**config.mk**
```make
export PLATFORM = sky130hd
export DESIGN_NAME = eth_tx_framer_flat
export DESIGN_NICKNAME = d
export VERILOG_FILES = /design/src/rtl/eth_tx_framer_if.sv /design/src/rtl/eth_tx_framer.sv /design/src/flat_wrapper.sv
export SDC_FILE = /design/constraint.sdc
export NUM_CORES = 1
export LEC_CHECK = 0
export CAP_MARGIN = 20
export CORE_MARGIN = 8
export CORE_UTILIZATION = 65
export CTS_BUF_LIST = sky130_fd_sc_hd__clkbuf_8
export CTS_CLUSTER_DIAMETER = 60
export DETAILED_ROUTE_END_ITERATION = 16
export GPL_TIMING_DRIVEN = 0
export PLACE_DENSITY = 0.86
export SYNTH_ARGS = -nofsm -noshare
export SYNTH_HDL_FRONTEND = slang
export SYNTH_SLANG_ARGS = --single-unit
```
**constraint.sdc**
```tcl
create_clock -name clk -period 5.3 [get_ports clk]
set_clock_uncertainty 0.15 [all_clocks]
set_input_delay 1.06 -clock clk [delete_from_list [all_inputs] [get_ports clk]]
set_output_delay 1.06 -clock clk [all_outputs]
set_load 0.03 [all_outputs]
```
**src/rtl/eth_tx_framer_if.sv**
```systemverilog
// ---------------------------------------------------------------------------
// eth_tx_framer_if -- byte stream interface feeding the Ethernet TX framer.
//
// Signals:
//   s_data  [7:0]  payload byte, destination MAC first
//   s_valid        s_data / s_last are valid
//   s_last         current byte is the last payload byte of the frame
//   s_ready        framer takes the byte this cycle
//
// Handshake: a byte transfers on a rising clk edge where s_valid and s_ready
// are both high. s_ready is a single-cycle request raised by the framer only
// when it needs the next byte (bit 7 of the SFD or of a non-last data byte).
// The source must already hold s_valid high in that cycle; s_valid low while
// s_ready is high aborts the frame (underrun). s_data/s_last must stay stable
// while s_valid is high and the byte has not yet been taken.
//
// Modports: master = byte source, slave = framer.
// ---------------------------------------------------------------------------
interface eth_tx_framer_if;
    logic [7:0] s_data;
    logic       s_valid;
    logic       s_last;
    logic       s_ready;

    modport master (output s_data, output s_valid, output s_last, input s_ready);
    modport slave  (input s_data, input s_valid, input s_last, output s_ready);
endinterface

```
**src/rtl/eth_tx_framer.sv**
```systemverilog
// ---------------------------------------------------------------------------
// eth_tx_framer -- 10 Mb/s Ethernet transmit framer, one NRZ bit per clk.
//
// Wraps a payload byte stream into preamble + SFD + payload (+ zero pad) +
// CRC-32 FCS, serialised LSB first, followed by the interframe gap.
//
// Parameters:
//   IPG_BITS        interframe gap in bit times (>= 1), default 96
//   PREAMBLE_BYTES  number of 0x55 bytes before the SFD (>= 1), default 7
//
// Ports:
//   clk, rst        bit clock, synchronous active-high reset
//   s               byte stream (eth_tx_framer_if.slave)
//   tx_bit          serial NRZ bit, forced 0 while tx_en is low
//   tx_en           frame on the wire
//   busy            frame start through end of the IPG
//   frame_done      one-cycle pulse on the last FCS bit
//   underrun        one-cycle pulse when the frame is aborted for lack of data
//   dbg_state_o     current FSM state encoding
//
// Build option: define ETH_TX_PAD_EN to zero-pad payloads shorter than 60
// bytes up to 60 before the FCS. Without it there is no PAD state.
// ---------------------------------------------------------------------------
module eth_tx_framer #(
    parameter int IPG_BITS       = 96,
    parameter int PREAMBLE_BYTES = 7
) (
    input  logic                clk,
    input  logic                rst,
    eth_tx_framer_if.slave      s,
    output logic                tx_bit,
    output logic                tx_en,
    output logic                busy,
    output logic                frame_done,
    output logic                underrun,
    output logic [2:0]          dbg_state_o
);

    localparam int          IPG_W    = (IPG_BITS > 1) ? $clog2(IPG_BITS) : 1;
    localparam logic [7:0]  SFD_BYTE = 8'hD5;
    localparam logic [31:0] CRC_POLY = 32'hEDB88320;

    typedef enum logic [2:0] {
        ST_IDLE     = 3'd0,
        ST_PREAMBLE = 3'd1,
        ST_SFD      = 3'd2,
        ST_DATA     = 3'd3,
`ifdef ETH_TX_PAD_EN
        ST_PAD      = 3'd4,
`endif
        ST_FCS      = 3'd5,
        ST_IPG      = 3'd6
    } state_t;

    state_t             state_q, state_d;
    logic [2:0]         bit_cnt_q, bit_cnt_d;
    logic [10:0]        byte_cnt_q, byte_cnt_d;
    logic [7:0]         shift_q, shift_d;
    logic               last_q, last_d;
    logic [31:0]        crc_q, crc_d;
    logic [IPG_W-1:0]   ipg_cnt_q, ipg_cnt_d;
    logic [10:0]        byte_inc;
    logic               byte_end;

    // Reflected CRC-32, one bit per call.
    function automatic logic [31:0] crc_step(input logic [31:0] c, input logic b);
        return (c[0] ^ b) ? ((c >> 1) ^ CRC_POLY) : (c >> 1);
    endfunction

    assign byte_inc    = (byte_cnt_q == 11'd2047) ? byte_cnt_q : byte_cnt_q + 11'd1;
    assign byte_end    = (bit_cnt_q == 3'd7);
    assign dbg_state_o = state_q;

    always_comb begin
        state_d    = state_q;
        bit_cnt_d  = bit_cnt_q;
        byte_cnt_d = byte_cnt_q;
        shift_d    = shift_q;
        last_d     = last_q;
        crc_d      = crc_q;
        ipg_cnt_d  = ipg_cnt_q;
        s.s_ready  = 1'b0;
        tx_en      = 1'b0;
        tx_bit     = 1'b0;
        busy       = 1'b1;
        frame_done = 1'b0;
        underrun   = 1'b0;

        case (state_q)
            ST_IDLE: begin
                busy = 1'b0;
                if (s.s_valid) begin
                    state_d    = ST_PREAMBLE;
                    bit_cnt_d  = 3'd0;
                    byte_cnt_d = 11'd0;
                    crc_d      = 32'hFFFF_FFFF;
                end
            end

            ST_PREAMBLE: begin
                tx_en     = 1'b1;
                tx_bit    = ~bit_cnt_q[0];   // 0x55 LSB first: 1,0,1,0...
                bit_cnt_d = bit_cnt_q + 3'd1;
                if (byte_end) begin
                    if (byte_cnt_q == 11'(PREAMBLE_BYTES - 1)) begin
                        state_d    = ST_SFD;
                        byte_cnt_d = 11'd0;
                    end else begin
                        byte_cnt_d = byte_inc;
                    end
                end
            end

            ST_SFD: begin
                tx_en     = 1'b1;
                tx_bit    = SFD_BYTE[bit_cnt_q];
                bit_cnt_d = bit_cnt_q + 3'd1;
                if (byte_end) begin
                    s.s_ready = 1'b1;
                    if (s.s_valid) begin
                        state_d = ST_DATA;
                        shift_d = s.s_data;
                        last_d  = s.s_last;
                    end else begin
                        underrun  = 1'b1;
                        state_d   = ST_IPG;
                        ipg_cnt_d = '0;
                    end
                end
            end

            ST_DATA: begin
                tx_en     = 1'b1;
                tx_bit    = shift_q[0];
                crc_d     = crc_step(crc_q, shift_q[0]);
                shift_d   = shift_q >> 1;
                bit_cnt_d = bit_cnt_q + 3'd1;
                if (byte_end) begin
                    byte_cnt_d = byte_inc;
                    if (!last_q) begin
                        s.s_ready = 1'b1;
                        if (s.s_valid) begin
                            shift_d = s.s_data;
                            last_d  = s.s_last;
                        end else begin
                            underrun  = 1'b1;
                            state_d   = ST_IPG;
                            ipg_cnt_d = '0;
                        end
                    end else begin
`ifdef ETH_TX_PAD_EN
                        if (byte_inc < 11'd60) begin
                            state_d = ST_PAD;
                            shift_d = 8'h00;
                        end else begin
                            state_d    = ST_FCS;
                            byte_cnt_d = 11'd0;
                        end
`else
                        state_d    = ST_FCS;
                        byte_cnt_d = 11'd0;
`endif
                    end
                end
            end

`ifdef ETH_TX_PAD_EN
            ST_PAD: begin
                tx_en     = 1'b1;
                crc_d     = crc_step(crc_q, 1'b0);
                bit_cnt_d = bit_cnt_q + 3'd1;
                if (byte_end) begin
                    if (byte_inc >= 11'd60) begin
                        state_d    = ST_FCS;
                        byte_cnt_d = 11'd0;
                    end else begin
                        byte_cnt_d = byte_inc;
                    end
                end
            end
`endif

            ST_FCS: begin
                // byte_cnt counts the four FCS bytes; the CRC register is
                // shifted out and inverted on the way.
                tx_en     = 1'b1;
                tx_bit    = ~crc_q[0];
                crc_d     = crc_q >> 1;
                bit_cnt_d = bit_cnt_q + 3'd1;
                if (byte_end) begin
                    if (byte_cnt_q == 11'd3) begin
                        frame_done = 1'b1;
                        state_d    = ST_IPG;
                        ipg_cnt_d  = '0;
                    end else begin
                        byte_cnt_d = byte_inc;
                    end
                end
            end

            ST_IPG: begin
                ipg_cnt_d = ipg_cnt_q + IPG_W'(1);
                if (ipg_cnt_q == IPG_W'(IPG_BITS - 1)) begin
                    // A waiting frame starts straight out of the last gap
                    // cycle so back-to-back frames see exactly IPG_BITS idle.
                    if (s.s_valid) begin
                        state_d    = ST_PREAMBLE;
                        bit_cnt_d  = 3'd0;
                        byte_cnt_d = 11'd0;
                        crc_d      = 32'hFFFF_FFFF;
                    end else begin
                        state_d = ST_IDLE;
                    end
                end
            end

            default: begin
                state_d = ST_IDLE;
            end
        endcase
    end

    always_ff @(posedge clk) begin
        if (rst) begin
            state_q    <= ST_IDLE;
            bit_cnt_q  <= 3'd0;
            byte_cnt_q <= 11'd0;
            shift_q    <= 8'h00;
            last_q     <= 1'b0;
            crc_q      <= 32'hFFFF_FFFF;
            ipg_cnt_q  <= '0;
        end else begin
            state_q    <= state_d;
            bit_cnt_q  <= bit_cnt_d;
            byte_cnt_q <= byte_cnt_d;
            shift_q    <= shift_d;
            last_q     <= last_d;
            crc_q      <= crc_d;
            ipg_cnt_q  <= ipg_cnt_d;
        end
    end

endmodule

```
**src/flat_wrapper.sv**
```systemverilog
// flat-port wrapper written by rule: the top's interface ports become plain ports
module eth_tx_framer_flat 
#(
    parameter int IPG_BITS       = 96,
    parameter int PREAMBLE_BYTES = 7
)
  (clk, rst, tx_bit, tx_en, busy, frame_done, underrun, dbg_state_o, s_s_data, s_s_valid, s_s_last, s_s_ready);
  eth_tx_framer_if s_i ();
  input  logic clk;
  input  logic rst;
  output logic tx_bit;
  output logic tx_en;
  output logic busy;
  output logic frame_done;
  output logic underrun;
  output logic [2:0] dbg_state_o;
  input wire logic [$bits(s_i.s_data)-1:0] s_s_data;
  input wire logic [$bits(s_i.s_valid)-1:0] s_s_valid;
  input wire logic [$bits(s_i.s_last)-1:0] s_s_last;
  output wire logic [$bits(s_i.s_ready)-1:0] s_s_ready;
  assign s_i.s_data = s_s_data;
  assign s_i.s_valid = s_s_valid;
  assign s_i.s_last = s_s_last;
  assign s_s_ready = s_i.s_ready;
  eth_tx_framer #(.IPG_BITS(IPG_BITS), .PREAMBLE_BYTES(PREAMBLE_BYTES)) u_core (.clk(clk), .rst(rst), .s(s_i), .tx_bit(tx_bit), .tx_en(tx_en), .busy(busy), .frame_done(frame_done), .underrun(underrun), .dbg_state_o(dbg_state_o));
endmodule
```
==> results.ini <==
[placed_design]
portBuffers = 19
routabilityCongestion = 0.849
dp_hpwl_um = 5200
placed_cell_area_um2 = 3580
post-place-ws_ns = 1.44

[power]
p_leak_nw = 1.36
peakVddDrop_mv = 0.175
powerDensity_nw_per_um2 = 282

[detailed_routing]
wl_um = 7680
drc = 0
wl_per_cell_um = 15.5
dr.pass1.iters = 5
drtAntennaViolNets = 0
drt_iter0_drc = 247
vias_per_cell = 6.15
dr_total_vias = 3045

[floorplan]
dieArea_um2 = 7620
dieHeight_um = 87.3
die_w_um = 87.3
pin_count = 21
start_util = 0.659
rows = 26
core_area_um2 = 5010

[setup_path]
rrSetupSlack_ns = 2.89
path_class = input port to output pin
path_max_fanout = 10
crit_arrival_ns = 2.67
start_kind = input port
required_ns = 4.09
cp-end-kind = output pin

[cts]
clock_path_buffers = 2
htreeDepth = 3
clkLatencyLatePin_ns = 0.35
hold_buffers = 0
cts_tree = built
cts_buffers = 9
post-cts-setup-buffers = 0
clockRootBuffer = clkbuf_8
post_cts_resized = 0
cts.sinks = 66
clk_pin_slew_worst_paths_ns = 0.07

[timing]
timing.final.ws_setup_ns = 1.42
period_minus_slack_ns = 3.88
finalCritPeriodShare = 0.731
rsz0062_at_grt = no
setup_viol = 0
drv_slew = 0
hold_viol_final = 0
worst_slew_pin_slew_ns = 0.576
setup_tns_ns = 0
hold_ws_ns = 0.330
slew_headroom = 0.615
fmax_mhz = 258

[finish]
drive_gt1_frac = 0.113
nets = 437
area_growth_pct = 15.3
final_area_um2 = 3810
n_antenna_cell = 0
final_core_util = 0.760

[global_route]
overflow = 0
first_global_vias = 2930
grt_pass1_wl_um = 13200
grt_start_max_net_pins = 13
antenna_found_initial = 0
grt_usage = 0.215

[synthesis]
ys_ff_latch = 66
async_flop_share = 0
syn_area_um2 = 3300
synth_ff_type = dfxtp_1
synth_top_area_cell = dfxtp_1
yosys.area.top_type_share = 0.400
netlist_instances = 390
synth_cell_types = 57
syn_avg_cell_area_um2 = 8.47
yosysSeqAreaShare = 0.400
synth_edf_count = 0
synthTopCellsByArea = dfxtp_1, nor2_1, a211oi_1
syn_nets = 407
ys_warn_count = 0

[worst_hold_path]
hold_path.class = flop to flop

[run]
cap_violations = 0

[status]
status = finished, final reports clean

==> metrics by stage <==
step	instances	power [W]
after floorplan	390	0.000572
after global routing	495	0.00111
after detailed placement	479	0.000602
after global placement	479	0.000601
final	495	0.00108
after CTS	495	0.00108
==> cell usage after synthesis, types with 2 or more instances <==
cell type   n
nand3_1    11
and2_1      3
a31oi_1     3
nor3_1      4
ha_1        5
o22ai_1    20
clkbuf_1   16
and3b_1     2
buf_4       2
dfxtp_1    66
a211oi_1   21
nor2b_1     6
nand2_1    28
buf_6       7
or4_1      11
nor2_1     45
or3_1       4
a22oi_1     3
o21ai_1     4
o21ai_0    23
nand4_1     4
o31ai_1    14
mux2i_1     7
buf_2       8
nand2b_1    2
nand3b_1    2
and3_1      2
a32oi_1     2
inv_1      10
a21oi_1    28
==> where the power goes <==
part / switching, W / internal (W) / total [W]
clock: 0.000205 / 0.000278 / 0.000483
sequential: 0.00000407 / 0.000499 / 0.000503
combinational: 0.0000541 / 0.0000347 / 0.0000888
==> layout by cell type (no fill, tap or decap), types with 5 or more instances in the layout <==
cell,instances
clkdlybuf4s50_1,19
buf_6,7
a21oi_1,28
clkbuf_1,16
nor2_1,45
buf_2,8
o21ai_0,23
o31ai_1,14
ha_1,5
a211oi_1,21
o22ai_1,20
nor2b_1,6
nand3_1,11
inv_1,10
nand2_1,28
dfxtp_1,66
mux2i_1,7
clkbuf_8,10
or4_1,11
==> final timing paths <==
kind / startpoint / to / cells after the start
max: s_s_valid / underrun / 5
min reg2reg: u_core.ipg_cnt_q[4]$_SDFFE_PP0P_ / u_core.ipg_cnt_q[4]$_SDFFE_PP0P_ / 2
max reg2reg: u_core.byte_cnt_q[0]$_SDFFE_PP0P_ / u_core.ipg_cnt_q[2]$_SDFFE_PP0P_ / 7
min: u_core.ipg_cnt_q[4]$_SDFFE_PP0P_ / u_core.ipg_cnt_q[4]$_SDFFE_PP0P_ / 2
==> cell type report <==
type	instances	area, um^2
multi-input cells	281	1750
clock inverters	6	90.1
flip-flops and latches	66	1320
clock buffers	10	138
well taps	70	87.6
fillers	390	1200
inverters	10	37.5
plain buffers	33	194
repair buffers	19	190
==> critical path: stages <==
cell and delay [ns]:
clkdlybuf4s50_1 0.42, buf_2 0.19, inv_1 0.15, and2_1 0.16, clkdlybuf4s50_1 0.68
==> cells by family after synthesis <==
logic type | count (synthesis) | synth area share
AO/OA/AOI/OAI | 131 | 0.267
XOR/XNOR | 1 | 0.00265
adder cells (fa/ha/maj) | 5 | 0.0189
buffers and inverters | 43 | 0.0701
flip-flops | 66 | 0.400
multiplexers | 7 | 0.0212
AND/OR/NAND/NOR | 137 | 0.220
==> registers in the layout, summed over array words and instances (netlist names), named ones only <==
name	count
u_core.ipg_cnt_q	7
u_core.dbg_state_o	3
u_core.last_q	1
u_core.crc_q	32
u_core.shift_q	8
u_core.byte_cnt_q	11
u_core.bit_cnt_q	3
==> layer usage <==
layer | vias up | GRT usage | share of wire
met5 | - | 0 | 0
met3 | 18 | 0.0443 | 0.044
met1 | 1435 | 0.255 | 0.47
met2 | 85 | 0.352 | 0.47
li1 | 1507 | - | -
met4 | 0 | 0.119 | 0.021
Note: power is estimated with default switching activity, not from simulation.
